`config.mk`:
```
export PLATFORM = sky130hd
export DESIGN_NAME = cls_beat_argmax8
export DESIGN_NICKNAME = d
export VERILOG_FILES = /design/src/rtl/cls_beat_argmax8.sv
export SDC_FILE = /design/constraint.sdc
export NUM_CORES = 1
export LEC_CHECK = 0
export CORE_UTILIZATION = 35
export CTS_CLUSTER_SIZE = 28
export DETAILED_ROUTE_END_ITERATION = 8
export PLACE_DENSITY = 0.51
export SLEW_MARGIN = 10
export SYNTH_ARGS = -nofsm -noshare
export SYNTH_HDL_FRONTEND = slang
export SYNTH_SLANG_ARGS = --single-unit
```
`constraint.sdc`:
```
create_clock -name clk -period 4.8 [get_ports clk]
set_clock_uncertainty 0.15 [all_clocks]
set_input_delay 0.72 -clock clk [delete_from_list [all_inputs] [get_ports clk]]
set_output_delay 0.72 -clock clk [all_outputs]
set_load 0.05 [all_outputs]
```
`src/rtl/cls_beat_argmax8.sv`:
```
// cls_beat_argmax8: per-beat masked class-score argmax over eight byte lanes
// through a registered 8->4->2->1 compare tree, tagged with beat/anchor numbers.
module cls_beat_argmax8 #(
  parameter int NUM_CLASS  = 80,
  parameter int NUM_ANCHOR = 3
) (
  input  logic        clk,
  input  logic        rst,
  input  logic        yolo_layer_finish,
  input  logic        din_valid,
  input  logic [63:0] din,
  output logic        en,
  output logic [3:0]  trans_cnt,
  output logic [1:0]  anchor_sel_t,
  output logic [7:0]  cmax8_value_x,
  output logic [2:0]  cmax8_index_x
);
  localparam int BEATS = (NUM_CLASS + 5 + 7) / 8;
  localparam int L = NUM_CLASS + 5 - 8 * (BEATS - 1);
  localparam logic [3:0] LAST_BEAT = 4'(BEATS);
  localparam logic [1:0] LAST_ANCHOR = 2'(NUM_ANCHOR);
  localparam logic [7:0] LAST_MASK = 8'((1 << L) - 1);
  // candidate = {valid, value, lane}; valid beats invalid, then larger value, then lower lane
  function automatic logic [11:0] pick(input logic [11:0] a, input logic [11:0] b);
    return (a[11] && (!b[11] || a[10:3] > b[10:3] ||
           (a[10:3] == b[10:3] && a[2:0] < b[2:0]))) ? a : b;
  endfunction
  logic [3:0] beat;
  logic [1:0] anchor;
  logic [7:0] mask;
  logic [7:0][11:0] c0;
  logic [3:0][11:0] n1, c1;
  logic [1:0][11:0] n2, c2;
  logic [11:0] n3;
  logic v1, v2;
  logic [3:0] t1, t2;
  logic [1:0] a1, a2;
  always_comb begin
    mask = beat == 4'd1 ? 8'hE0 : beat == LAST_BEAT ? LAST_MASK : 8'hFF;
    for (int i = 0; i < 8; i++) c0[i] = {mask[i], din[8*i +: 8], 3'(i)};
    for (int i = 0; i < 4; i++) n1[i] = pick(c0[2*i], c0[2*i+1]);
    for (int i = 0; i < 2; i++) n2[i] = pick(c1[2*i], c1[2*i+1]);
    n3 = pick(c2[0], c2[1]);
  end
  always_ff @(posedge clk or posedge rst) begin
    if (rst) begin
      beat <= 4'd1;
      anchor <= 2'd1;
      c1 <= '0;
      c2 <= '0;
      v1 <= 1'b0;
      v2 <= 1'b0;
      t1 <= '0;
      t2 <= '0;
      a1 <= '0;
      a2 <= '0;
      en <= 1'b0;
      trans_cnt <= '0;
      anchor_sel_t <= '0;
      cmax8_value_x <= '0;
      cmax8_index_x <= '0;
    end else if (yolo_layer_finish) begin
      beat <= 4'd1;
      anchor <= 2'd1;
      v1 <= 1'b0;
      v2 <= 1'b0;
      en <= 1'b0;
    end else begin
      if (din_valid) begin
        beat <= beat == LAST_BEAT ? 4'd1 : beat + 4'd1;
        if (beat == LAST_BEAT) anchor <= anchor == LAST_ANCHOR ? 2'd1 : anchor + 2'd1;
      end
      c1 <= n1;
      t1 <= beat;
      a1 <= anchor;
      v1 <= din_valid;
      c2 <= n2;
      t2 <= t1;
      a2 <= a1;
      v2 <= v1;
      en <= v2;
      if (v2) begin
        trans_cnt <= t2;
        anchor_sel_t <= a2;
        cmax8_value_x <= n3[10:3];
        cmax8_index_x <= n3[2:0];
      end
    end
  end
endmodule

```
==> results.md, run 1 <==
* Status: completed
* Combinational fraction of design power at approximately 31%
* Final Power at roughly 2700 uW
* Final min period at 2940 ps
* Nets at 802
* Clock buffer count from CTS at 9
* Commonest non-fill, non-tap cell in the layout: dfrtp_1
* Maximum buffer depth of the clock tree at 2
* Hold Crit Start: v1$_DFF_PP0_
* Final count of hold timing violations at 0
* Post-Syn Instances at ~600
* Most frequent cells in the layout: dfrtp_1, clkdlybuf4s50_1, nand2_1
* Slew Limit Fails at 0
* Initial Utilization at 36.0%
* Post-CTS sizing at 0
* Part of the power in registers at about two fifths
* Row cnt at 47
* Pint at around 1800 uW
* Sw Share at ~33%
* Top-Level Pins at 86
* Drt drc at 0
* Mapped Nets at 725
* Class of the worst hold path: reg2reg
* Fill count at around 1600
* DR vias at 4384
* Vias/cell at around 4.9
* Syn_area_per_cell at 9.99 um2
* Core area at roughly 17000 um2
* # hold bufs at CTS at 0
* Power share of the clock group at 28.7%
* Worst-Margin Slew at 935 ps
* Max-cap violations at 0
* Startpoint types: primary input
* Max-slew headroom at 37.7%
* Routability cong. at 0.794
* Yosys warnings at 0
* NetSw at 906 uW
* Setup_tns at 0 ps
* FFs w/ async S/R, synth at 100%
* Mapped cell area at 5960 um2
* Die Span Y at 133 um
* Worst flop-to-flop path startpoint: beat[0]$_DFFE_PP1P_
* Worst path required time at 4890 ps
* CTS Sinks at 101
* Utilization of the core after routing at 44.4%
* PwrDens at 374 nW/um2
* Diode count at 0
* Die area at 17600 um2
* P_leak at 0.00338 uW
* Crit Path Max Fanout at 8
* Layout area overhead at 23.4%
* Arr. time, crit path at 3030 ps
* Chip Width at approximately 130 um
* Post-synth cell types at 50
* GRT overflow at 0
* Post-synthesis sequential area ratio at 42.4%
* CP Capture Type: register
* Vias in the first global route at 4323
* CP cell instances: clkdlybuf4s50_1 > inv_1 > ha_1 > nand2b_1 > a2111o_1 > a21oi_2 > nor2_2 > mux2_1 > mux2_2
* Share of cells above drive strength 1 at 9.28%
* CP max-delay cell: clkdlybuf4s50_1
* Total global-route track usage at 15.7%
* Initial DRC Count at 239
* Setup-failing EPs final at 0
* Global-route wire length before repair at 21800 um
* CP Class: in2reg
* Reg clk slew, reported paths at around 70 ps
* Wire per inst at between 10 and 15 um
* Clk_lat worst skew at 350 ps
* RSZ-0062 raised after global routing: no
* Number of synthesized register bits at 101
* ANT nets after route at 0
* H-Tree Depth at 3
* 1st-pass router iterations at 4
* CTS tree: built
* Final period util at 61.3%
* Initial antenna violation count at 0
* Largest net degree at the start of global routing at 87
* # port buffers at between 80 and 90
* Slowest stage delay, CP at 470 ps
* Root buffer cell: clkbuf_16
* Post-synth EDFFs at 0
* Hpwl dp at 10200 um
* Max frequency at about 340 MHz
* Top FF cell, synth: dfrtp_1
* Final WL at 13200 um
* Post-CTS Setup Inserts at 0
* VDD IR max at 237 uV
* Worst Setup SP: din[32]
metal layers:
| metal | global-route usage (%) | up-vias | wire length, um |
|---|---|---|---|
| met2 | 24.7 | 75 | 5880 |
| met5 | 0 | - | 0 |
| met4 | 5.94 | 0 | 195 |
| met1 | 21.9 | 2057 | 6720 |
| met3 | 2.15 | 14 | 363 |
| li1 | - | 2238 | - |
flip-flops by register name, indices dropped and copies added, names as in the netlist:
name           flops
a2                 2
c1                40
cmax8_index_x      3
anchor             2
trans_cnt          4
en                 1
beat               4
anchor_sel_t       2
a1                 2
c2                23
t2                 4
t1                 4
v2                 1
cmax8_value_x      8
v1                 1
cells in the mapped netlist, drive strengths merged, types with 3 or more instances:
cell type	number	area, um2
inv	68	255
o221a	6	67.6
o21ai	54	270
nand2	78	293
ha	60	751
o21a	3	22.5
mux2i	45	450
clkbuf	16	60.1
a21o	3	22.5
o211ai	4	30.0
mux2	41	462
dfrtp	99	2480
buf	7	33.8
nor3	3	15.0
o22ai	8	50.1
nor2	16	62.6
nand4	3	18.8
nor2b	6	37.5
nand2b	12	75.1
a21oi	32	179
nand4b	3	26.3
cells by family (layout without fill, tap and decap cells):
logic type | count (synthesis) | in the layout | share of synthesized area [%]
multiplexers | 86 | 86 | 15.3
AO/OA/AOI/OAI | 130 | 130 | 13.9
AND/OR/NAND/NOR | 128 | 128 | 9.86
flip-flops | 101 | 101 | 42.4
adder cells (fa/ha/maj) | 60 | 60 | 12.6
buffers and inverters | 92 | 174 | 5.92
stage by stage:
step / hold WS, ps / area (um2) / worst slack [ps] / instances
after detailed placement: 304 / 7020 / 1490 / 883
after global routing: 339 / 7360 / 1640 / 899
after CTS: 320 / 7360 / 1840 / 899
after floorplan: 283 / 5960 / 1290 / 597
after global placement: 295 / 7020 / 1560 / 883
final: 312 / 7360 / 1860 / 899
critical path, delay by kind of cell:
family | cells | cell delay, ps
buffers and inverters | 2 | 520
muxes | 2 | 630
and+or+nand+nor | 2 | 270
adders and majority gates | 1 | 270
AOI/OAI and AO/OA | 2 | 610
cell type report:
class | instances | area (um2) | area share, %
Sequential cell | 101 | 2530 | 34.4
Clock buffer | 14 | 294 | 4.00
Multi-Input combinational cell | 404 | 3080 | 41.9
Inverter | 69 | 262 | 3.56
Tap cell | 220 | 275 | 3.74
Timing Repair Buffer | 89 | 878 | 11.9
Clock inverter | 2 | 37.5 | 0.510
worst paths after layout:
check	end	slack, ps	depth (start not counted)
min	v2$_DFF_PP0_	310	1
min reg2reg	v2$_DFF_PP0_	310	1
max in group asynchronous	c1[29]$_DFFE_PP0N_	2780	3
max reg2reg	c1[28]$_DFFE_PP0N_	1890	7
min in group asynchronous	anchor_sel_t[1]$_DFFE_PP0P_	780	2
max	c1[28]$_DFFE_PP0N_	1860	9
power groups by stage:
| stage | Sequential, uW | Clock (uW) | Combinational (uW) |
|---|---|---|---|
| 5_1_grt | 1120 | 837 | 956 |
| 3_3_place_gp | 1120 | 0 | 850 |
| 6_report | 1100 | 789 | 861 |
| 2_1_floorplan | 1210 | 0 | 466 |
| 3_5_place_dp | 1120 | 0 | 867 |
| 4_1_cts | 1100 | 809 | 870 |
(Power assumes the default switching activity.)
==> run 2, diff against run 1 <==
==> constraint.sdc (replaced) <==
create_clock -name clk -period 3.1 [get_ports clk]
set_clock_uncertainty 0.15 [all_clocks]
set_input_delay 0.465 -clock clk [delete_from_list [all_inputs] [get_ports clk]]
set_output_delay 0.465 -clock clk [all_outputs]
set_load 0.05 [all_outputs]
==> run 2 against run 1 <==
Net effect: worst hold slack got worse by 0.78 ps; global-route usage increased by 0.60 points; critical endpoint is now c1[31]$_DFFE_PP0N_; critical path type unchanged; flip-flop and latch count stayed put; sequential power up 55%.
==> results.md, run 2 (same netlist as run 1, synthesis figures left out) <==
* Status: completed
* Commonest non-fill, non-tap cell in the layout: dfrtp_1
* Clk_lat worst skew at 340 ps (about the same)
* Die area at 17600 um2 (unchanged)
* Arr. time, crit path at 2720 ps (-310 ps)
* GRT overflow at 0 (unchanged)
* Top-Level Pins at 86 (unchanged)
* Max-slew headroom at 57.5% (+20 points)
* H-Tree Depth at 3 (unchanged)
* # hold bufs at CTS at 0 (unchanged)
* Post-CTS sizing at 0 (unchanged)
* Global-route wire length before repair at 22600 um (+4.0%)
* CP cell instances: clkdlybuf4s50_1 > inv_1 > ha_1 > nand2b_1 > a2111o_1 > a21oi_2 > nor2_2 > mux2_1 > mux2_2
* PwrDens at 571 nW/um2 (+53%)
* Worst-Margin Slew at 635 ps (-299 ps)
* Chip Width at 133 um (unchanged)
* RSZ-0062 raised after global routing: no
* Total global-route track usage at 16.3% (+0.60 points)
* # port buffers at 85 (unchanged)
* Clock buffer count from CTS at 9 (unchanged)
* Largest register by flop count: c1
* Setup-failing EPs final at 0 (unchanged)
* Utilization of the core after routing at 44.8% (+0.42 points)
* Wire per inst at 14.8 um (+1.4%)
* Worst path required time at 3180 ps (-1710 ps)
* CTS tree: built
* Post-CTS Setup Inserts at 0 (unchanged)
* VDD IR max at 313 uV (+32%)
* CP Capture Type: register
* Vias/cell at 4.92 (+0.95%)
* Reg clk slew, reported paths at 70 ps (about the same)
* Layout area overhead at 24.6%
* Slew Limit Fails at 0 (unchanged)
* ANT nets after route at 0 (unchanged)
* Max reg flops at 40 (unchanged)
* Maximum buffer depth of the clock tree at 2 (unchanged)
* Die Span Y at 133 um (unchanged)
* 1st-pass router iterations at 4 (unchanged)
* Buf/Inv on CP at 2 (unchanged)
* Largest net degree at the start of global routing at 102 (+17%)
* Top Registers: c1: 40 flops, c2: 23 flops, cmax8_value_x: 8 flops
* Most frequent cells in the layout: dfrtp_1, clkdlybuf4s50_1, nand2_1
* Final min period at about 2600 ps
* Max frequency at 378 MHz
* Slowest stage delay, CP at 480 ps (about the same)
* Setup_tns at 0 ps (unchanged)
* Fill count at 1619 (+2.7%)
* Initial DRC Count at 256 (+7.1%)
* CTS Sinks at 101 (unchanged)
* Row cnt at 47 (unchanged)
* Initial antenna violation count at 0 (unchanged)
* Top delay family on crit path: multiplexers
* DR vias at 4475 (+2.1%)
* Final period util at 85.4%
* Routability cong. at 0.776 (-2.3%)
* Initial Utilization at 36.0% (unchanged)
* Max-cap violations at 0 (unchanged)
* Vias in the first global route at 4524 (+4.6%)
* Final count of hold timing violations at 0 (unchanged)
* Diode count at 0 (unchanged)
* Class of the worst hold path: reg2reg
* Core area at 16600 um2 (unchanged)
* Root buffer cell: clkbuf_16
* Share of cells above drive strength 1 at 10.4% (+1.2 points)
* Nets at 812 (+1.2%)
* P_leak at 0.00342 uW (+1.1%)
* CP Class: in2reg
* CP max-delay cell: clkdlybuf4s50_1
* Hpwl dp at 10400 um (+1.9%)
* Startpoint types: primary input
* Final Power at 4240 uW (+54%)
* Crit Path Max Fanout at 8 (unchanged)
* Drt drc at 0 (unchanged)
* Final WL at 13500 um (+2.5%)
==> run 2: per-layer routing <==
metal | up-vias | routed length (um) | global-route usage [%]
met5 | - | 0 | 0
met4 | 0 | 155 | 5.36
met3 | 11 | 328 | 1.95
met2 | 80 | 6380 | 27.1
met1 | 2130 | 6630 | 22.0
li1 | 2254 | - | -
==> run 2: through the flow <==
step	cell area, um2	setup WS (ps)	hold slack (ps)	instances
2_1_floorplan	5970	702	283	597
3_3_place_gp	7110	154	299	893
3_5_place_dp	7110	81.9	302	893
4_1_cts	7430	451	320	909
5_1_grt	7430	325	338	909
6_report	7430	452	311	909
==> run 2: final timing paths <==
kind                                    startpoint            endpoint  slack (ps)  cells past startpoint
worst max-delay path                       din[32]  c1[31]$_DFFE_PP0N_         450                      9
worst min-delay path                  v1$_DFF_PP0_        v2$_DFF_PP0_         310                      1
worst max register to register  c1[10]$_DFFE_PP0N_   c2[6]$_DFFE_PP0N_         640                      6
worst min register to register        v1$_DFF_PP0_        v2$_DFF_PP0_         310                      1
max in group asynchronous                      rst  c1[33]$_DFFE_PP0N_        1920                      3
min in group asynchronous                      rst   a2[0]$_DFFE_PP0N_         470                      3
==> run 2: final cells by class <==
class	count	area, um2	share of cell area, %
clock inverters	3	42.5	0.573
clock buffers	13	270	3.64
multi-input cells	404	3080	41.5
well taps	220	275	3.71
flip-flops and latches	101	2530	34.1
repair buffers	99	966	13.0
inverters	69	263	3.54
==> run 2: worst register-to-register path, stage by stage (launching register included) <==
cell	delay, ps
dfrtp_1	410
ha_1	330
nand4_1	160
o31ai_1	300
o311a_1	600
mux2i_1	300
o21ai_1	80
==> run 2: where the power goes <==
| part | switching (uW) | internal (uW) |
|---|---|---|
| combinational | 752 | 607 |
| clock | 487 | 692 |
| sequential | 170 | 1530 |
| total | 1410 | 2830 |
==> run 3, diff against run 2 <==
--- a/config.mk
+++ b/config.mk
@@ -6,6 +6,7 @@
 export NUM_CORES = 1
 export LEC_CHECK = 0
 export CORE_UTILIZATION = 35
+export CTS_BUF_LIST = sky130_fd_sc_hd__clkbuf_2 sky130_fd_sc_hd__clkbuf_4 sky130_fd_sc_hd__clkbuf_8
 export CTS_CLUSTER_SIZE = 28
 export DETAILED_ROUTE_END_ITERATION = 8
 export PLACE_DENSITY = 0.51
==> run 3 against run 2 <==
Net effect: combinational power about the same; die area unchanged; worst setup slack improved by 36 ps; sequential power about the same; non-clock buffer count unchanged; register-to-register slack improved by 20 ps; flip-flop and latch count unchanged; sequential share of layout area increased by 0.45 points; first-iteration DRC count decreased by 5.1%; total power decreased by 6.5%; clock power decreased by 23%; final area decreased by 1.3%.
==> results.md, run 3 (same netlist as run 1, synthesis figures left out) <==
* Final instance area at 7330 um2 (-1.3%)
* Clock buffer count from CTS at 9 (unchanged)
* Met3 usage at 1.95% (unchanged)
* Largest register by flop count: c1
* Final WL at 13500 um (-0.29%)
* Worst path required time at 3210 ps (+30 ps)
* CP Capture Point: c1[31]$_DFFE_PP0N_
* Class of the worst hold path: reg2reg
* # hold bufs at CTS at 0 (unchanged)
* H-Tree Depth at 3 (unchanged)
* Initial Utilization at 36.0% (unchanged)
* CP Class: in2reg
* Flop2flop setup slack at 660 ps (+20 ps)
* Fill count at 1625 (+0.37%)
* P_leak at 0.00338 uW (-1.3%)
* Slew Limit Fails at 0 (unchanged)
* # port buffers at 85 (unchanged)
* CTS tree: built
* Setup-failing EPs final at 0 (unchanged)
* Worst r2r dst: c2[8]$_DFFE_PP0N_
* Reg clk slew, reported paths at 90 ps (+20 ps)
* Layout area overhead at 22.9%
* Initial antenna violation count at 0 (unchanged)
* Worst-case reg-to-reg path depth at 6 (unchanged)
* DP Area at 7110 um2 (unchanged)
* Total global-route track usage at 16.3% (-0.025 points)
* Row cnt at 47 (unchanged)
* Worst Setup SP: din[32]
* Max frequency at 383 MHz (+1.4%)
* RSZ-0062 raised after global routing: no
* Met1 usage at 22.2% (+0.17 points)
* Area occupied by registers at 2530 um2 (unchanged)
* GR Util met2 at 26.8% (-0.29 points)
* Max-slew headroom at 59.6% (+2.1 points)
* Max-cap violations at 0 (unchanged)
* Post-CTS sizing at 0 (unchanged)
* Layer with the highest usage: met2
* Max reg flops at 40 (unchanged)
* GRT overflow at 0 (unchanged)
* Share of cells above drive strength 1 at 10.6% (+0.15 points)
* Arr. time, crit path at 2720 ps (about the same)
* Most frequent cells in the layout: dfrtp_1, clkdlybuf4s50_1, nand2_1
* CTS Sinks at 101 (unchanged)
* Hold Worst Slack at 321 ps (+9.81 ps)
* Initial DRC Count at 243 (-5.1%)
* Top Registers: c1: 40 flops, c2: 23 flops, cmax8_value_x: 8 flops
* Startpoint types: primary input
* Routability cong. at 0.776 (unchanged)
* Hpwl dp at 10400 um (unchanged)
* Largest net degree at the start of global routing at 102 (unchanged)
* 1st-pass router iterations at 4 (unchanged)
* DR vias at 4480 (+0.11%)
* Setup_tns at 0 ps (unchanged)
* Crit Path Max Fanout at 8 (unchanged)
* Final period util at 84.2% (-1.2 points)
* Die Span Y at 133 um (unchanged)
* Final min period at 2610 ps (-36.2 ps)
* Global-route wire length before repair at 22600 um (-0.12%)
* Root buffer cell: clkbuf_8
* Maximum buffer depth of the clock tree at 2 (unchanged)
* Multi-input combinational cell area at 3080 um2 (unchanged)
* Clk_lat worst skew at 370 ps (+30 ps)
* Die area at 17600 um2 (unchanged)
* Commonest non-fill, non-tap cell in the layout: dfrtp_1
* Post-CTS Setup Inserts at 0 (unchanged)
* Core area at 16600 um2 (unchanged)
* Diode count at 0 (unchanged)
* Drt drc at 0 (unchanged)
* Status: completed
* Vias in the first global route at 4491 (-0.73%)
* ANT nets after route at 0 (unchanged)
* CP Capture Type: register
* Nets at 812 (unchanged)
* Top-Level Pins at 86 (unchanged)
* VDD IR max at 308 uV (-1.7%)
* Worst flop-to-flop path startpoint: c1[10]$_DFFE_PP0N_
* PwrDens at 541 nW/um2 (-5.3%)
* Worst-Margin Slew at 604 ps (-31.5 ps)
* Vias/cell at 4.93 (+0.11%)
* Wire per inst at 14.8 um (-0.29%)
* Final count of hold timing violations at 0 (unchanged)
* Chip Width at 133 um (unchanged)
-- run 3: cell count changes in the layout (fill, tap and decap cells not counted) --
cell	previous run	this run
clkbuf_1	1	0
clkbuf_16	9	0
clkbuf_8	3	12
clkbuf_4	0	1
-- run 3: through the flow --
stage          cells  worst slack, ps  utilization [%]  total power [uW]
6_report         909              489             44.2              3960
5_1_grt          909              368             44.2              4240
4_1_cts          909              491             44.2              4030
3_5_place_dp     893             81.9             42.9              3110
3_3_place_gp     893              154             42.9              3070
2_1_floorplan    597              702                -              2600
-- run 3: metal layers --
| metal | vias to the layer above | share of wire [%] |
|---|---|---|
| li1 | 2250 | - |
| met1 | 2145 | 49 |
| met2 | 75 | 47 |
| met3 | 10 | 2.5 |
| met4 | 0 | 1.2 |
| met5 | - | 0 |
-- run 3: worst max-delay path, stage by stage --
cell	delay, ps
clkdlybuf4s50_1	480
inv_1	50
ha_1	270
nand2b_1	140
a2111o_1	420
a21oi_2	170
nor2_2	120
mux2_1	360
mux2_2	260
-- run 3: area by class of cell --
| class | count | area share [%] |
|---|---|---|
| Multi-Input combinational cell | 404 | 42.0 |
| Sequential cell | 101 | 34.5 |
| Clock inverter | 3 | 0.581 |
| Inverter | 69 | 3.59 |
| Tap cell | 220 | 3.76 |
| Clock buffer | 13 | 2.36 |
| Timing Repair Buffer | 99 | 13.2 |
-- run 3: how the worst min path moves through the flow --
| stage | from | endpoint | slack [ps] | cells past startpoint |
|---|---|---|---|---|
| floorplan | a2[0]$_DFFE_PP0N_ | anchor_sel_t[0]$_DFFE_PP0P_ | 280 | 2 |
| global placement | v1$_DFF_PP0_ | v2$_DFF_PP0_ | 300 | 1 |
| detailed placement | v1$_DFF_PP0_ | v2$_DFF_PP0_ | 300 | 1 |
| CTS | v1$_DFF_PP0_ | v2$_DFF_PP0_ | 320 | 1 |
| global route | v1$_DFF_PP0_ | v2$_DFF_PP0_ | 350 | 1 |
| finish | v1$_DFF_PP0_ | v2$_DFF_PP0_ | 320 | 1 |
-- run 3: power by group --
group / internal [uW] / switching [uW]
Sequential: 1530 / 170
Clock: 448 / 458
Combinational: 607 / 750
